--- config.mk ---
export PLATFORM = sky130hd
export DESIGN_NAME = pool2d_stream_flat
export DESIGN_NICKNAME = d
export VERILOG_FILES = /design/src/rtl/pool2d_stream_if.sv /design/src/rtl/pool2d_stream.sv /design/src/flat_wrapper.sv
export SDC_FILE = /design/constraint.sdc
export NUM_CORES = 1
export LEC_CHECK = 0
export ABC_CLOCK_PERIOD_IN_PS = 6800
export CAP_MARGIN = 30
export CORE_MARGIN = 2
export CORE_UTILIZATION = 40
export DETAILED_ROUTE_END_ITERATION = 8
export PLACE_DENSITY = 0.58
export SYNTH_ARGS = -nofsm -noshare
export SYNTH_HDL_FRONTEND = slang
export SYNTH_SLANG_ARGS = --single-unit
--- constraint.sdc ---
create_clock -name clk -period 6.8 [get_ports clk]
set_input_delay 1.02 -clock clk [delete_from_list [all_inputs] [get_ports clk]]
set_output_delay 1.02 -clock clk [all_outputs]
set_load 0.05 [all_outputs]
--- src/rtl/pool2d_stream_if.sv ---
// Pixel-in / result-out stream bundle for pool2d_stream.
// The master side is the host; the slave side is the pooling block.
interface pool2d_stream_if #(
  parameter int unsigned DATA_WIDTH = 8
) ();
  logic                  in_valid;
  logic                  in_ready;
  logic [DATA_WIDTH-1:0] in_data;
  logic                  out_valid;
  logic                  out_ready;
  logic [DATA_WIDTH-1:0] out_data;
  logic                  out_last;

  modport master (
    output in_valid, in_data, out_ready,
    input  in_ready, out_valid, out_data, out_last
  );

  modport slave (
    input  in_valid, in_data, out_ready,
    output in_ready, out_valid, out_data, out_last
  );
endinterface

--- src/rtl/pool2d_stream.sv ---
// Streaming 2x2 stride-2 max/average pooling over a raster-order frame.
// Even rows are pair-reduced into a half-width row buffer; odd rows close each window.
module pool2d_stream #(
   parameter int unsigned DATA_WIDTH = 8,
   parameter int unsigned IMG_W      = 28,
   parameter int unsigned IMG_H      = 28
) (
   input  logic                   clk,
   input  logic                   reset,
   input  logic                   start,
   input  logic                   mode,
   pool2d_stream_if.slave         bus,
   output logic                   busy,
   output logic                   done
);

   localparam int unsigned ColW    = (IMG_W > 2) ? $clog2(IMG_W) : 1;
   localparam int unsigned RowW    = (IMG_H > 2) ? $clog2(IMG_H) : 1;
   localparam int unsigned BufN    = IMG_W / 2;
   localparam int unsigned BufIdxW = (BufN > 1) ? $clog2(BufN) : 1;

   typedef enum logic [1:0] {StIdle, StRun, StFlush, StDone} state_e;

   state_e                  state_q, state_d;
   logic [ColW-1:0]         col_q, col_d;
   logic [RowW-1:0]         row_q, row_d;
   logic                    mode_q, mode_d;
   logic [DATA_WIDTH-1:0]   hold_q, hold_d;
   logic                    out_valid_q, out_valid_d;
   logic [DATA_WIDTH-1:0]   out_data_q, out_data_d;
   logic                    out_last_q, out_last_d;
   logic                    busy_q, busy_d;
   logic                    done_q, done_d;

   // Entry holds either a pair max (MSB zero) or a pair sum.
   logic [DATA_WIDTH:0]     rowbuf_q [BufN];
   logic                    buf_we;
   logic [BufIdxW-1:0]      buf_idx;
   logic [DATA_WIDTH:0]     buf_rd;

   logic                    in_ready;
   logic                    accept;
   logic                    col_last;
   logic                    row_last;
   logic [DATA_WIDTH-1:0]   pair_max;
   logic [DATA_WIDTH:0]     pair_sum;
   logic [DATA_WIDTH:0]     pair_red;
   logic [DATA_WIDTH-1:0]   win_max;
   logic [DATA_WIDTH+1:0]   win_sum;
   logic [DATA_WIDTH-1:0]   result;

   assign in_ready = (state_q == StRun) && !(out_valid_q && !bus.out_ready);
   assign accept   = in_ready && bus.in_valid;
   assign col_last = (col_q == ColW'(IMG_W - 1));
   assign row_last = (row_q == RowW'(IMG_H - 1));

   assign buf_idx  = BufIdxW'(col_q >> 1);
   assign buf_rd   = rowbuf_q[buf_idx];

   always_comb begin
      pair_max = (hold_q > bus.in_data) ? hold_q : bus.in_data;
      pair_sum = {1'b0, hold_q} + {1'b0, bus.in_data};
      pair_red = mode_q ? pair_sum : {1'b0, pair_max};
      win_max  = (buf_rd[DATA_WIDTH-1:0] > pair_max) ? buf_rd[DATA_WIDTH-1:0] : pair_max;
      win_sum  = {1'b0, buf_rd} + {1'b0, pair_sum};
      result   = mode_q ? win_sum[DATA_WIDTH+1:2] : win_max;
   end

   always_comb begin
      state_d     = state_q;
      col_d       = col_q;
      row_d       = row_q;
      mode_d      = mode_q;
      hold_d      = hold_q;
      out_valid_d = out_valid_q;
      out_data_d  = out_data_q;
      out_last_d  = out_last_q;
      buf_we      = 1'b0;

      if (out_valid_q && bus.out_ready) begin
         out_valid_d = 1'b0;
         out_last_d  = 1'b0;
      end

      unique case (state_q)
         StIdle: begin
            if (start) begin
               state_d = StRun;
               mode_d  = mode;
               col_d   = '0;
               row_d   = '0;
            end
         end
         StRun: begin
            if (accept) begin
               if (col_last) begin
                  col_d = '0;
                  row_d = row_last ? '0 : row_q + 1'b1;
               end else begin
                  col_d = col_q + 1'b1;
               end

               if (!col_q[0]) begin
                  hold_d = bus.in_data;
               end else if (!row_q[0]) begin
                  buf_we = 1'b1;
               end else begin
                  out_valid_d = 1'b1;
                  out_data_d  = result;
                  out_last_d  = col_last && row_last;
               end

               if (col_last && row_last) begin
                  state_d = StFlush;
               end
            end
         end
         StFlush: begin
            if (out_valid_q && bus.out_ready) begin
               state_d = StDone;
            end
         end
         StDone: begin
            state_d = StIdle;
         end
         default: begin
            state_d = StIdle;
         end
      endcase

      busy_d = (state_d == StRun) || (state_d == StFlush);
      done_d = (state_d == StDone);
   end

   always_ff @(posedge clk or posedge reset) begin
      if (reset) begin
         state_q     <= StIdle;
         col_q       <= '0;
         row_q       <= '0;
         mode_q      <= 1'b0;
         hold_q      <= '0;
         out_valid_q <= 1'b0;
         out_data_q  <= '0;
         out_last_q  <= 1'b0;
         busy_q      <= 1'b0;
         done_q      <= 1'b0;
      end else begin
         state_q     <= state_d;
         col_q       <= col_d;
         row_q       <= row_d;
         mode_q      <= mode_d;
         hold_q      <= hold_d;
         out_valid_q <= out_valid_d;
         out_data_q  <= out_data_d;
         out_last_q  <= out_last_d;
         busy_q      <= busy_d;
         done_q      <= done_d;
      end
   end

   // No reset: every entry is written by the even row before the odd row reads it.
   always_ff @(posedge clk) begin
      if (buf_we) begin
         rowbuf_q[buf_idx] <= pair_red;
      end
   end

   assign bus.in_ready  = in_ready;
   assign bus.out_valid = out_valid_q;
   assign bus.out_data  = out_data_q;
   assign bus.out_last  = out_last_q;
   assign busy          = busy_q;
   assign done          = done_q;

endmodule

--- src/flat_wrapper.sv ---
// flat-port wrapper written by rule: the top's interface ports become plain ports
module pool2d_stream_flat 
#(
   parameter int unsigned DATA_WIDTH = 8,
   parameter int unsigned IMG_W      = 28,
   parameter int unsigned IMG_H      = 28
)
  (clk, reset, start, mode, busy, done, bus_in_valid, bus_in_data, bus_out_ready, bus_in_ready, bus_out_valid, bus_out_data, bus_out_last);
  pool2d_stream_if #(.DATA_WIDTH(DATA_WIDTH)) bus_i ();
  input  logic clk;
  input  logic reset;
  input  logic start;
  input  logic mode;
  output logic busy;
  output logic done;
  input wire logic [$bits(bus_i.in_valid)-1:0] bus_in_valid;
  input wire logic [$bits(bus_i.in_data)-1:0] bus_in_data;
  input wire logic [$bits(bus_i.out_ready)-1:0] bus_out_ready;
  output wire logic [$bits(bus_i.in_ready)-1:0] bus_in_ready;
  output wire logic [$bits(bus_i.out_valid)-1:0] bus_out_valid;
  output wire logic [$bits(bus_i.out_data)-1:0] bus_out_data;
  output wire logic [$bits(bus_i.out_last)-1:0] bus_out_last;
  assign bus_i.in_valid = bus_in_valid;
  assign bus_i.in_data = bus_in_data;
  assign bus_i.out_ready = bus_out_ready;
  assign bus_in_ready = bus_i.in_ready;
  assign bus_out_valid = bus_i.out_valid;
  assign bus_out_data = bus_i.out_data;
  assign bus_out_last = bus_i.out_last;
  pool2d_stream #(.DATA_WIDTH(DATA_WIDTH), .IMG_W(IMG_W), .IMG_H(IMG_H)) u_core (.clk(clk), .reset(reset), .start(start), .mode(mode), .bus(bus_i), .busy(busy), .done(done));
endmodule
==> impl_metrics.ini <==
[synth]
yosysUniqueCellTypes = 54
synth_nets = 574
ys_ff_latch = 159
synthFlopType = edfxtp_1
synth_top_area_frac = 0.496
synth_area_sq_mm = 0.00763
synthArstFlopShare = 0.208
ys_seq_area_frac = 0.604
synthTopCellsByCount = 126 x edfxtp_1, 35 x ha_1, 34 x nor2_1
synth_most_common_cell = edfxtp_1
synthCells = 524
synth_area_per_cell_sq_um = 14.6
synth-warning-count = 0
synth_top_area_cell = edfxtp_1
synth_area_leaders = edfxtp_1 50%, dfrtp_1 11%, mux4_2 9.4%
synth_edf_count = 126

[cts]
postCtsHoldBufs = 0
cts_sinks = 159
post_cts_buffers = 0
cts_max_level = 4
cts_tree = built
clk-insertion-delay-late_ns = 0.43
cts_root_buf = clkbuf_16
post_cts_resized = 0
clk_pin_slew_ns = 0.06
cts_made_buffers = 17
clockBufferDepth = 2

[drt]
met2_length_mm = 7.43
final_antenna_net_count = 0
drtPass1Iterations = 4
drc = 0
m1WireLength_mm = 7.39
drt_iter0_drc = 307
top_layer_used = met4
wirelength_mm = 15.7
wl_met3_um = 729
vias = 4424
wl_per_cell_um = 19.3
viasPerCell = 5.44

[timing]
fin_ws_ns = 1.72
fmax_mhz = 197
final.setup_skew_ns = 0.0112
worst_slew_pin_slew_ns = 0.908
hold_viol_final = 0
setup_violations = 0
min_period_ns = 5.08
setup_tns_ns = 0
drv_slew = 0
rsz0062_at_grt = false
timing.hold.ws_ns = 0.505
min_period_over_period = 0.747
slew-limit-headroom = 0.392

[worst_hold_path]
whs_path_depth = 2
hold_start = u_core.row_q[1]
worstHoldPathType = reg2reg
min_to = u_core.row_q[1]

[power]
comb_power_share = 0.484
switching_share = 0.399
pwr-share-clk = 0.191
ir_drop_mv = 0.251
power-per-cell-area_mw_per_mm2 = 521
p_leak_nw = 3.22
p_sw_w = 0.00183
sequentialPowerShare = 0.325
p_int_w = 0.00277

[setup_path]
slowest_delay_ns = 0.62
regToRegSetupSlack_ns = 2.53
path_buf_inv = 3
worstPathMaxFanout = 12
reg2regPathDepth = 16
r2r-end = u_core.bus.out_data[7]
worst_ep_required_time_ns = 7.14
worstPathArrival_ns = 5.42
cp_top_family = compound AO/OA/AOI/OAI gates
end_kind = flip-flop
timing.rr.start = u_core.hold_q[1]
cp_slowest_cell = a21oi_1
critical_path_class = in2reg
crit_chain = clkdlybuf4s50_1 > inv_1 > ha_1 > nor2b_1 > o21a_1 > o21a_1 > o31ai_1 > nor2_2 > mux2i_1 > ha_1 > a21o_1 > a21o_1 > a21oi_1 > nor2_1 > a21oi_1 > inv_1 > o211a_1 > nor3_1
startpoint_type = input pin

[placed_design]
dp_hpwl_mm = 11.0
place_congestion = 0.848
port_buffers = 26
pre_cts_slack_ns = 1.30

[cells_and_area]
syn_to_final_growth_pct = 15.5
layout-drive-gt1-share = 0.192
num_antenna_cells = 0
finalNetCount = 616

[floorplanning]
dieArea_sq_mm = 0.0202
row_count = 50
coreArea_sq_mm = 0.0187
start_util = 0.408
ios = 27
die_h_um = 142
die_x_um = 142

[grt]
grt_max_degree = 43
grt_pass1_vias = 4599
antenna_found_initial = 0
grt-ovfl-total = 0
grtUsageTotal = 0.166
grt_pass1_wl_mm = 25.2

[outcome]
status = finished clean

[job]
maxCapViolCount = 0
[worst min-delay path: stages (launching register included)]
cell,delay [ns]
dfrtp_1,0.37
nand2_1,0.06
nand2_1,0.05
[state kept, by name, indices dropped and copies added, names as in the netlist]
register and cells:
u_core.done 1, u_core.busy 1, u_core.bus.out_data 8, u_core.bus.out_last 1, u_core.col_q 5, u_core.row_q 5
u_core.hold_q 8, u_core.bus.out_valid 1, u_core.state_q 2, u_core.rowbuf_q 126, u_core.mode_q 1
[placed cells by master, fill, tap and decap left out, types with 15 or more instances in the layout]
| cell | n |
|---|---|
| clkdlybuf4s50_1 | 26 |
| a21oi_1 | 18 |
| o21ai_0 | 20 |
| inv_1 | 27 |
| nor2_1 | 34 |
| edfxtp_1 | 126 |
| mux4_2 | 32 |
| buf_4 | 15 |
| mux2_2 | 20 |
| nand2_1 | 32 |
| clkbuf_16 | 17 |
| ha_1 | 35 |
| dfrtp_1 | 32 |
[logic make-up (layout without fill, tap and decap cells)]
| logic type | after synthesis | in the layout | share of synthesized area |
|---|---|---|---|
| DFF | 159 | 159 | 0.604 |
| muxes | 63 | 63 | 0.138 |
| and+or+nand+nor | 118 | 118 | 0.0754 |
| xor gates and xnor gates | 15 | 15 | 0.0172 |
| adders and majority gates | 36 | 36 | 0.0600 |
| AOI/OAI and AO/OA | 86 | 86 | 0.0793 |
| buffers and inverters | 47 | 102 | 0.0261 |
[power groups by stage]
stage	Combinational, W	Clock [W]	Sequential (W)
3_3_place_gp	0.00205	0	0.00157
6_report	0.00223	0.000877	0.00149
5_1_grt	0.00247	0.000936	0.00151
3_5_place_dp	0.00217	0	0.00154
2_1_floorplan	0.00158	0	0.00154
4_1_cts	0.00218	0.000893	0.00152
[metal layers]
metal | track usage | vias to the layer above
li1 | - | 2085
met1 | 0.230 | 2232
met2 | 0.264 | 93
met3 | 0.0370 | 14
met4 | 0.0495 | 0
met5 | 0 | -
[worst max-delay path by stage]
stage                              start                endpoint  slack, ns  depth (start not counted)
final                     bus_in_data[1]  u_core.bus.out_data[7]       1.72                         18
after global routing      bus_in_data[5]  u_core.bus.out_data[7]       1.40                         18
after CTS                 bus_in_data[1]  u_core.bus.out_data[7]       1.73                         18
after detailed placement  bus_in_data[1]  u_core.bus.out_data[7]       1.30                         18
after global placement    bus_in_data[1]  u_core.bus.out_data[7]       1.47                         18
after floorplan           bus_in_data[5]  u_core.bus.out_data[7]       2.48                         19
[area by class of cell]
cell class / instances / area [sq um]
multi-input cells: 318 / 2860
well taps: 234 / 293
fillers: 1629 / 9880
inverters: 27 / 101
clock buffers: 18 / 429
repair buffers: 43 / 420
flip-flops and latches: 159 / 4610
clock inverters: 14 / 109
[stage by stage]
step           cells  total power (W)   util  cell area (sq um)
2_1_floorplan    524          0.00312      -               7630
3_3_place_gp     773          0.00362  0.438               8190
3_5_place_dp     778          0.00371  0.441               8240
4_1_cts          810          0.00459  0.469               8780
5_1_grt          813          0.00491  0.472               8820
6_report         813          0.00460  0.472               8820
Note: power is estimated with default switching activity, not from simulation.
